## config.mk

```make
export PLATFORM = sky130hd
export DESIGN_NAME = uart_fifo_bridge_flat
export DESIGN_NICKNAME = d
export VERILOG_FILES = /design/src/rtl/uart_fifo_bridge_if.sv /design/src/rtl/uart_fifo_bridge.sv /design/src/flat_wrapper.sv
export SDC_FILE = /design/constraint.sdc
export NUM_CORES = 1
export LEC_CHECK = 0
export CORE_ASPECT_RATIO = 1.5
export CORE_MARGIN = 2
export CORE_UTILIZATION = 35
export CTS_CLUSTER_DIAMETER = 150
export DETAILED_ROUTE_END_ITERATION = 7
export SYNTH_ARGS = -nofsm -noshare
export SYNTH_HDL_FRONTEND = slang
export SYNTH_SLANG_ARGS = --single-unit
```

## constraint.sdc

```tcl
create_clock -name clk -period 3.1 [get_ports clk]
set_input_delay 0.775 -clock clk [delete_from_list [all_inputs] [get_ports clk]]
set_output_delay 0.775 -clock clk [all_outputs]
set_load 0.1 [all_outputs]
```

## src/rtl/uart_fifo_bridge_if.sv

```systemverilog
// Bus-side and UART-side data-register signals of the UART FIFO bridge.
// The bridge uses the slave modport; the CPU/UART environment uses master.
interface uart_fifo_bridge_if;
   logic        bus_dat_we;
   logic        bus_dat_re;
   logic [31:0] bus_dat_di;
   logic [31:0] bus_dat_do;
   logic        bus_dat_wait;
   logic [31:0] bus_stat_do;
   logic        uart_dat_we;
   logic [31:0] uart_dat_di;
   logic        uart_dat_wait;
   logic        uart_dat_re;
   logic [31:0] uart_dat_do;

   modport slave (
      input  bus_dat_we, bus_dat_re, bus_dat_di, uart_dat_wait, uart_dat_do,
      output bus_dat_do, bus_dat_wait, bus_stat_do, uart_dat_we, uart_dat_di, uart_dat_re
   );

   modport master (
      output bus_dat_we, bus_dat_re, bus_dat_di, uart_dat_wait, uart_dat_do,
      input  bus_dat_do, bus_dat_wait, bus_stat_do, uart_dat_we, uart_dat_di, uart_dat_re
   );
endinterface

```

## src/rtl/uart_fifo_bridge.sv

```systemverilog
// TX/RX byte FIFOs between the CPU data register and the UART data register.
// Optional registered irq output when UART_FIFO_IRQ_EN is defined.
module uart_fifo_bridge #(
   parameter int DEPTH_LOG2 = 4
) (
   input  logic clk,
   input  logic reset,
   uart_fifo_bridge_if.slave io
`ifdef UART_FIFO_IRQ_EN
   ,
   output logic irq
`endif
);
   localparam int DEPTH = 1 << DEPTH_LOG2;
   localparam logic [DEPTH_LOG2:0]   FULL_LVL = (DEPTH_LOG2 + 1)'(DEPTH);
   localparam logic [DEPTH_LOG2:0]   LVL_ONE  = (DEPTH_LOG2 + 1)'(1);
   localparam logic [DEPTH_LOG2-1:0] PTR_ONE  = DEPTH_LOG2'(1);

   logic [7:0]            tx_mem_q [DEPTH];
   logic [7:0]            tx_mem_d [DEPTH];
   logic [7:0]            rx_mem_q [DEPTH];
   logic [7:0]            rx_mem_d [DEPTH];
   logic [DEPTH_LOG2-1:0] tx_wr_q, tx_wr_d, tx_rd_q, tx_rd_d;
   logic [DEPTH_LOG2-1:0] rx_wr_q, rx_wr_d, rx_rd_q, rx_rd_d;
   logic [DEPTH_LOG2:0]   tx_lvl_q, tx_lvl_d, rx_lvl_q, rx_lvl_d;

   logic tx_full, tx_empty, rx_full, rx_empty;
   logic tx_push, tx_pop, rx_push, rx_pop;
   logic unused_bits;

   function automatic logic [DEPTH_LOG2:0] lvl_next(input logic [DEPTH_LOG2:0] lvl,
                                                   input logic up, input logic dn);
      logic [DEPTH_LOG2:0] r;
      r = lvl;
      if (up && !dn)      r = lvl + LVL_ONE;
      else if (!up && dn) r = lvl - LVL_ONE;
      return r;
   endfunction

   assign tx_full  = (tx_lvl_q == FULL_LVL);
   assign tx_empty = (tx_lvl_q == '0);
   assign rx_full  = (rx_lvl_q == FULL_LVL);
   assign rx_empty = (rx_lvl_q == '0);

   // Full flags are registered, so a drain never releases the CPU wait in the same cycle.
   assign tx_push = io.bus_dat_we && !tx_full;
   assign tx_pop  = !tx_empty && !io.uart_dat_wait;
   assign rx_push = io.uart_dat_re;
   assign rx_pop  = io.bus_dat_re && !rx_empty;

   always_comb begin
      tx_mem_d = tx_mem_q;
      rx_mem_d = rx_mem_q;
      tx_wr_d  = tx_wr_q;
      tx_rd_d  = tx_rd_q;
      rx_wr_d  = rx_wr_q;
      rx_rd_d  = rx_rd_q;
      if (tx_push) begin
         tx_mem_d[tx_wr_q] = io.bus_dat_di[7:0];
         tx_wr_d           = tx_wr_q + PTR_ONE;
      end
      if (tx_pop) tx_rd_d = tx_rd_q + PTR_ONE;
      if (rx_push) begin
         rx_mem_d[rx_wr_q] = io.uart_dat_do[7:0];
         rx_wr_d           = rx_wr_q + PTR_ONE;
      end
      if (rx_pop) rx_rd_d = rx_rd_q + PTR_ONE;
      tx_lvl_d = lvl_next(tx_lvl_q, tx_push, tx_pop);
      rx_lvl_d = lvl_next(rx_lvl_q, rx_push, rx_pop);
   end

   always_ff @(posedge clk) begin
      if (reset) begin
         tx_wr_q  <= '0;
         tx_rd_q  <= '0;
         rx_wr_q  <= '0;
         rx_rd_q  <= '0;
         tx_lvl_q <= '0;
         rx_lvl_q <= '0;
      end else begin
         tx_wr_q  <= tx_wr_d;
         tx_rd_q  <= tx_rd_d;
         rx_wr_q  <= rx_wr_d;
         rx_rd_q  <= rx_rd_d;
         tx_lvl_q <= tx_lvl_d;
         rx_lvl_q <= rx_lvl_d;
      end
   end

   always_ff @(posedge clk) begin
      tx_mem_q <= tx_mem_d;
      rx_mem_q <= rx_mem_d;
   end

   assign io.uart_dat_we  = !tx_empty;
   assign io.uart_dat_di  = {24'b0, tx_mem_q[tx_rd_q]};
   assign io.uart_dat_re  = io.uart_dat_do[8] && !rx_full && !reset;
   assign io.bus_dat_do   = rx_empty ? 32'b0 : {23'b0, 1'b1, rx_mem_q[rx_rd_q]};
   assign io.bus_dat_wait = io.bus_dat_we && tx_full;
   assign io.bus_stat_do  = {8'b0, 8'(tx_lvl_q), 8'(rx_lvl_q),
                             4'b0, tx_full, tx_empty, rx_full, !rx_empty};

   assign unused_bits = ^{io.bus_dat_di[31:8], io.uart_dat_do[31:9]};

`ifdef UART_FIFO_IRQ_EN
   logic irq_q, irq_d;
   logic rx_ne_prev_q, rx_ne_prev_d, tx_ne_prev_q, tx_ne_prev_d;

   // Edge events: RX goes nonempty, or TX drains to empty; any CPU access acknowledges.
   always_comb begin
      rx_ne_prev_d = !rx_empty;
      tx_ne_prev_d = !tx_empty;
      irq_d        = irq_q;
      if (io.bus_dat_re || io.bus_dat_we)   irq_d = 1'b0;
      else if ((!rx_empty && !rx_ne_prev_q) ||
               (tx_empty && tx_ne_prev_q))  irq_d = 1'b1;
   end

   always_ff @(posedge clk) begin
      if (reset) begin
         irq_q        <= 1'b0;
         rx_ne_prev_q <= 1'b0;
         tx_ne_prev_q <= 1'b0;
      end else begin
         irq_q        <= irq_d;
         rx_ne_prev_q <= rx_ne_prev_d;
         tx_ne_prev_q <= tx_ne_prev_d;
      end
   end

   assign irq = irq_q;
`endif
endmodule

```

## src/flat_wrapper.sv

```systemverilog
// flat-port wrapper written by rule: the top's interface ports become plain ports
module uart_fifo_bridge_flat 
#(
   parameter int DEPTH_LOG2 = 4
)
  (clk, reset, io_bus_dat_we, io_bus_dat_re, io_bus_dat_di, io_uart_dat_wait, io_uart_dat_do, io_bus_dat_do, io_bus_dat_wait, io_bus_stat_do, io_uart_dat_we, io_uart_dat_di, io_uart_dat_re);
  uart_fifo_bridge_if io_i ();
  input  logic clk;
  input  logic reset;
  input wire logic [$bits(io_i.bus_dat_we)-1:0] io_bus_dat_we;
  input wire logic [$bits(io_i.bus_dat_re)-1:0] io_bus_dat_re;
  input wire logic [$bits(io_i.bus_dat_di)-1:0] io_bus_dat_di;
  input wire logic [$bits(io_i.uart_dat_wait)-1:0] io_uart_dat_wait;
  input wire logic [$bits(io_i.uart_dat_do)-1:0] io_uart_dat_do;
  output wire logic [$bits(io_i.bus_dat_do)-1:0] io_bus_dat_do;
  output wire logic [$bits(io_i.bus_dat_wait)-1:0] io_bus_dat_wait;
  output wire logic [$bits(io_i.bus_stat_do)-1:0] io_bus_stat_do;
  output wire logic [$bits(io_i.uart_dat_we)-1:0] io_uart_dat_we;
  output wire logic [$bits(io_i.uart_dat_di)-1:0] io_uart_dat_di;
  output wire logic [$bits(io_i.uart_dat_re)-1:0] io_uart_dat_re;
  assign io_i.bus_dat_we = io_bus_dat_we;
  assign io_i.bus_dat_re = io_bus_dat_re;
  assign io_i.bus_dat_di = io_bus_dat_di;
  assign io_i.uart_dat_wait = io_uart_dat_wait;
  assign io_i.uart_dat_do = io_uart_dat_do;
  assign io_bus_dat_do = io_i.bus_dat_do;
  assign io_bus_dat_wait = io_i.bus_dat_wait;
  assign io_bus_stat_do = io_i.bus_stat_do;
  assign io_uart_dat_we = io_i.uart_dat_we;
  assign io_uart_dat_di = io_i.uart_dat_di;
  assign io_uart_dat_re = io_i.uart_dat_re;
  uart_fifo_bridge #(.DEPTH_LOG2(DEPTH_LOG2)) u_core (.clk(clk), .reset(reset), .io(io_i));
endmodule
```

==> flow_summary.ini, run 1 <==
[pwr]
power.density_mw_per_mm2 = 907
max-vdd-ir-drop_v = 0.000860
cellLeakagePower_nw = 5.05

[sta]
finalCritPeriodShare_pct = 99.2
hold_viol = 0
setup_viol = 0
rsz0062_at_grt = yes
worstMarginPinSlew_ns = 0.630
drv_slew = 0
max_slew_margin_pct = 57.9
fmax_ghz = 0.325
fin_worst_skew_ns = 0.0168
hold_ws_ns = 0.507
period_needed_ns = 3.07
finalSetupTns_ns = 0

[drt]
drt-initial-drc-count = 400
postRouteAntennaNets = 0
routed_wl_um = 24100
vias = 6083
viasPerCell = 4.76
post_drt_wl_per_cell_um = 18.9
drt_first_pass_iters = 4
drc = 0

[logic_synthesis]
synth_cells = 716
synth_top_flop_cell = edfxtp_1
synth_area_mm2 = 0.0121
synth-seq-area-share_pct = 68.1
yosys_warnings = 0
synth_top_area_share_pct = 63.8
synth-seq-cells = 282
post-synth-top-area-cell = edfxtp_1
synth_area_leaders = edfxtp_1 (64%), mux4_2 (6.9%), buf_4 (4.4%)
synth_edf_count = 256
async_reset_ff_share_pct = 0
avgSynthCellArea_um2 = 16.8
synth.distinct_cells = 39

[placed_design]
routabilityCongestion = 0.744
numPortBuffers = 55
dp_hpwl_um = 15200

[cells_and_area]
area_growth_pct = 23.3
ff_latch_area_mm2 = 0.00823
nets = 924
drive_gt1_share_pct = 33.8
final_cell_mix = edfxtp_1 (256), buf_4 (70), conb_1 (65), nor2_1 (55), mux4_2 (44)
multi_input_comb_area_mm2 = 0.00373
fill_cells = 2984
final_common_cell = edfxtp_1
n_antenna_cell = 0

[clock_network]
cts_hold_buf = 0
cts_root_buf = clkbuf_16
h-tree-depth = 1
cts_inserted_buffers = 27
cts.clk_slew.worst_paths_ns = 0.06
cts_tree = built
clockBufferDepth = 3
insertion_delay_ns = 0.56
cts_num_sinks = 282

[setup_path]
reg2reg_slack_ns = 0.48
end_kind = primary output
worst_ep_arrival_time_ns = 2.30
crit_family = multiplexers
crit_buf_inv = 3
cp.required_ns = 2.32
slowest_stage = mux4_2
cp_max_fo = 6
rr_worst_depth = 10
r2r_start = u_core.tx_lvl_q[0]
max_stage_delay_ns = 0.52
path_cells = buf_4, clkbuf_16, mux4_2, a22oi_2, nand2_2, buf_12
crit_type = reg2out
r2r_end = u_core.tx_lvl_q[4]
cp-start-kind = flip-flop

[grt]
grt_max_degree = 34
grt_pass1_wl_um = 36100
grt_pass1_vias = 6240
antenna_found_initial = 0
grt.overflow.total = 0
grt_use_total_pct = 13.2

[floorplanning]
io_pins = 168
core_area_mm2 = 0.0341
die_x_um = 156
die-area_mm2 = 0.0360
start_util_pct = 35.4
die_y_um = 231
std_cell_rows = 83

[worst_hold_path]
min_to = u_core.rx_rd_q[3]
min_path_type = reg2reg
whs_path_depth = 2
min_from = u_core.rx_rd_q[3]

[status]
status = finished clean

[run]
drv_cap = 0
==> through the flow <==
stage / std cells / area, µm² / worst slack [ns] / util (%) / power, W
2_1_floorplan: 780 / 12500 / -0.450 / - / 0.00857
3_3_place_gp: 1208 / 13400 / 0.0244 / 39.2 / 0.00970
3_5_place_dp: 1208 / 13400 / 0.0236 / 39.2 / 0.00972
4_1_cts: 1263 / 14500 / -0.0189 / 42.5 / 0.0132
5_1_grt: 1278 / 14900 / -0.0259 / 43.6 / 0.0140
6_report: 1278 / 14900 / 0.0257 / 43.6 / 0.0135
==> area by class of cell <==
| class | instances | area share, % |
|---|---|---|
| clock buffer | 30 | 4.62 |
| multi-input combinational | 383 | 25.1 |
| timing repair buffer | 128 | 9.95 |
| clock inverter | 17 | 1.01 |
| inverter | 13 | 0.328 |
| sequential | 282 | 55.4 |
| tap | 425 | 3.58 |
==> where the power goes <==
group          internal [W]  switching (W)
registers           0.00433       0.000172
clock network       0.00176        0.00139
logic               0.00223        0.00359
total               0.00832        0.00516
==> worst max path at each step <==
stage / from / to / slack, ns / depth (start not counted)
after CTS: u_core.rx_rd_q[1] / io_bus_dat_do[4] / -0.02 / 6
after global routing: u_core.tx_rd_q[0] / io_uart_dat_di[3] / -0.03 / 6
after detailed placement: io_bus_dat_we / u_core.tx_lvl_q[4] / 0.02 / 9
after global placement: io_bus_dat_we / u_core.tx_lvl_q[4] / 0.02 / 9
final: u_core.tx_rd_q[0] / io_uart_dat_di[3] / 0.03 / 6
after floorplan: reset / u_core.rx_lvl_q[4] / -0.45 / 10
==> worst register-to-register path: stages (launching register included) <==
cell and delay (ns):
dfxtp_2 0.36, nor4_4 0.47, a21oi_2 0.13, inv_1 0.07
ha_1 0.20, inv_1 0.08, ha_1 0.29, a21o_1 0.18
a21oi_1 0.18, mux2i_1 0.22, mux2_2 0.34
==> cells by family (layout without fill, tap and decap cells) <==
group	Yosys count	in the layout	share of synthesized area (%)
AOI/OAI and AO/OA	70	70	3.79
xor gates and xnor gates	18	18	1.31
adders and majority gates	20	20	2.20
buffers and inverters	115	188	6.44
DFF	282	282	68.1
muxes	102	102	13.9
other	1	65	0.0311
and+or+nand+nor	108	108	4.23
==> flip-flops by register name, summed over array words and instances (netlist names) <==
signal and count:
u_core.rx_rd_q 4, u_core.tx_mem_q 128, u_core.rx_lvl_q 5, u_core.tx_rd_q 4, u_core.tx_wr_q 4, u_core.rx_wr_q 4
u_core.rx_mem_q 128, u_core.tx_lvl_q 5
==> metal layers <==
layer | track usage [%] | routed length [µm] | vias to the layer above
met3 | 1.78 | 745 | 35
li1 | - | - | 2839
met5 | 0 | 0 | -
met4 | 4.27 | 658 | 0
met1 | 13.2 | 8530 | 3079
met2 | 27.3 | 14200 | 130
==> cell usage after synthesis, types with 3 or more instances <==
library cell and instances:
buf_4 71, nand2_2 3, and2_1 3, a21oi_1 20, nand3_1 3, o21ai_0 18
nor2_1 55, buf_6 9, xnor2_1 8, a221oi_1 8, xor2_1 10, dfxtp_1 26
mux2i_1 45, a22oi_1 8, nand2_1 21, buf_2 8, nand2b_1 5, mux4_2 37
mux4_1 11, inv_1 13, nor3_1 8, o22ai_1 8, edfxtp_1 256, mux2_2 9
ha_1 18, clkbuf_1 13, a21o_1 4
==> repair_timing <==
action / CTS / global route
setup buffers: 3 / 13
gates cloned: 5 / 3
gates resized for setup: 30 / 74
setup endpoints to repair: 16 / 16
pin swaps: 2 / 22
No activity file was read; power rests on OpenSTA's default activity.
==> run 2, diff against run 1 <==
- ABC_AREA: unset -> 1
- CORE_UTILIZATION: 35 -> 39
- clock period: 3.1 -> 3.7 ns (I/O delays scaled with it)
==> run 2 against run 1 <==
Effect of this change:
- synthesized cell count rose by 67%
- area after synthesis rose by 4.3%
- non-clock buffer count down 40
- total power decreased by 18%
- largest power group unchanged
- critical endpoint is now io_bus_dat_do[3]
- hold slack improved by 0.0030 ns
- sequential share of layout area increased by 1.1 points
==> flow_summary.ini, run 2 <==
[status]
status = finished clean

[grt]
antenna_found_initial = 0
grt.overflow.total = 0
grt_use_total_pct = 16.1
grt_max_degree = 83
grt_pass1_vias = 7571
grt_pass1_wl_um = 41700

[drt]
drt_first_pass_iters = 5
postRouteAntennaNets = 0
post_drt_wl_per_cell_um = 15.9
vias = 7985
drt-initial-drc-count = 426
routed_wl_um = 27000
drc = 0
viasPerCell = 4.70

[setup_path]
crit_type = reg2out
slowest_stage = dfxtp_1
rr_worst_depth = 12
cp.required_ns = 2.77
worst_ep_arrival_time_ns = 2.49
max_stage_delay_ns = 0.57
cp-start-kind = flip-flop
cp_max_fo = 25
end_kind = primary output
r2r_start = u_core.rx_lvl_q[0]
reg2reg_slack_ns = 0.78
r2r_end = u_core.rx_lvl_q[4]
path_cells = buf_4, inv_1, nand3_1, nand3_1, nand2_1, nand2_1, nor2_4, buf_12

[cells_and_area]
final_common_cell = nand2_1
drive_gt1_share_pct = 10.0
fin_area_mm2 = 0.0145
n_antenna_cell = 0
area_growth_pct = 15.6
top_regs = u_core.rx_mem_q (128), u_core.tx_mem_q (128)
final_cell_mix = nand2_1 (356), edfxtp_1 (256), nor2_1 (109), nand3_1 (94), a21oi_1 (68)
nets = 1355
fin_cells = 1698

[logic_synthesis]
synth_cells = 1198
synth_top_area_share_pct = 61.2
synth_top_flop_cell = edfxtp_1
synth-seq-cells = 282
synth_edf_count = 256
avgSynthCellArea_um2 = 10.5
async_reset_ff_share_pct = 0
synth_area_mm2 = 0.0126
synth-seq-area-share_pct = 65.3
synth.most_common_cell = nand2_1
yosys_warnings = 0
post-synth-top-area-cell = edfxtp_1
synth.distinct_cells = 31
synth_common_cells = nand2_1 (356), edfxtp_1 (256), nor2_1 (117)
synth_area_leaders = edfxtp_1 (61%), nand2_1 (11%), buf_4 (4.5%)

[worst_hold_path]
min_to = u_core.tx_wr_q[3]
min_path_type = reg2reg
whs_path_depth = 2
min_from = u_core.tx_wr_q[3]

[pwr]
power_frac_seq_pct = 33.5
switchingPower_w = 0.00455
internal_power_w = 0.00651
power_w = 0.0111
clkPwrFrac_pct = 25.9
combPwrFrac_pct = 40.6
swShare_pct = 41.2
max-vdd-ir-drop_v = 0.000620
power.density_mw_per_mm2 = 762
cellLeakagePower_nw = 5.74

[clock_network]
cts_hold_buf = 0
ctsResizeCount = 0
post_cts.repair.setup_buffers = 0
clockBufferDepth = 3
h-tree-depth = 1
cts_tree = built
cts_inserted_buffers = 28
insertion_delay_ns = 0.54
cts_num_sinks = 282
cts.clk_slew.worst_paths_ns = 0.06
cts_root_buf = clkbuf_16

[floorplanning]
start_util_pct = 39.6
core_area_mm2 = 0.0317
io_pins = 168
std_cell_rows = 80
die-area_mm2 = 0.0337
die_x_um = 151
die_y_um = 224

[sta]
fin_worst_skew_ns = 0.0138
hold_viol = 0
max_slew_margin_pct = 35.1
worstMarginPinSlew_ns = 0.971
finalSetupTns_ns = 0
setup_viol = 0
fmax_ghz = 0.293
finalCritPeriodShare_pct = 92.3
finalWorstSetupSlack_ns = 0.286
drv_slew = 0
rsz0062_at_grt = no
period_needed_ns = 3.41

[run]
drv_cap = 0

[placed_design]
place_area_mm2 = 0.0136
dp_cells = 1646
numPortBuffers = 55
post-place-ws_ns = 0.534
routabilityCongestion = 0.858
dp_hpwl_um = 18300
## run 2: cell count changes in the layout (fill, tap and decap cells not counted), sizes merged, moves of 41 or more
cell	change
nor2	+66
nand3	+91
inv	+58
mux4	-48
nand2	+334
buf	-41
mux2i	-45
a21oi	+46
## run 2: through the flow
stage,hold WS [ns],util (%)
finish,0.510,45.8
global route,0.563,45.8
CTS,0.510,45.8
detailed placement,0.498,42.8
global placement,0.493,42.8
floorplan,0.472,-
## run 2: per-layer routing
| layer | global-route usage, % | part of all wire, % | wire [µm] |
|---|---|---|---|
| met1 | 17.4 | 37 | 9880 |
| met2 | 31.0 | 56 | 15000 |
| met3 | 1.93 | 3.9 | 1060 |
| met4 | 6.70 | 3.9 | 1050 |
| met5 | 0 | 0 | 0 |
## run 2: worst max-delay path: cells and delay by family (launching register included)
family	cells	cell delay, ns
buf+inv	3	0.77
simple gates	5	0.60
flops	1	0.57
## run 2: how the worst max path moves through the flow
stage | from | end | slack (ns)
after floorplan | u_core.tx_lvl_q[1] | u_core.tx_lvl_q[4] | 0.03
after global placement | io_uart_dat_do[8] | u_core.rx_lvl_q[3] | 0.56
after detailed placement | io_uart_dat_do[8] | u_core.rx_lvl_q[4] | 0.53
after CTS | u_core.rx_rd_q[1] | io_bus_dat_do[3] | 0.24
after global routing | u_core.rx_rd_q[1] | io_bus_dat_do[5] | 0.14
final | u_core.rx_rd_q[1] | io_bus_dat_do[3] | 0.29
## run 2: cells by family (layout without fill, tap and decap cells)
kind of cell	count (synthesis)	count (layout)	synth area share, %
compound gates	117	117	4.81
xor+xnor	9	9	0.627
fa+ha+maj	20	20	2.11
buf+inv	186	212	8.20
flops	282	282	65.3
other cells	1	65	0.0298
simple gates	583	583	18.9
## run 2: area by class of cell
cell class / count / area (µm²)
fillers: 2882 / 17200
flip-flops and latches: 282 / 8210
multi-input cells: 794 / 3630
repair buffers: 88 / 961
clock buffers: 34 / 744
well taps: 410 / 513
inverters: 72 / 270
clock inverters: 18 / 194
## run 2: power by group through the flow
stage / sequential, W / combinational, W / clock [W]
final: 0.00371 / 0.00449 / 0.00287
after detailed placement: 0.00378 / 0.00452 / 0
after floorplan: 0.00406 / 0.00308 / 0
after global routing: 0.00372 / 0.00482 / 0.00304
after global placement: 0.00377 / 0.00449 / 0
after CTS: 0.00371 / 0.00453 / 0.00293
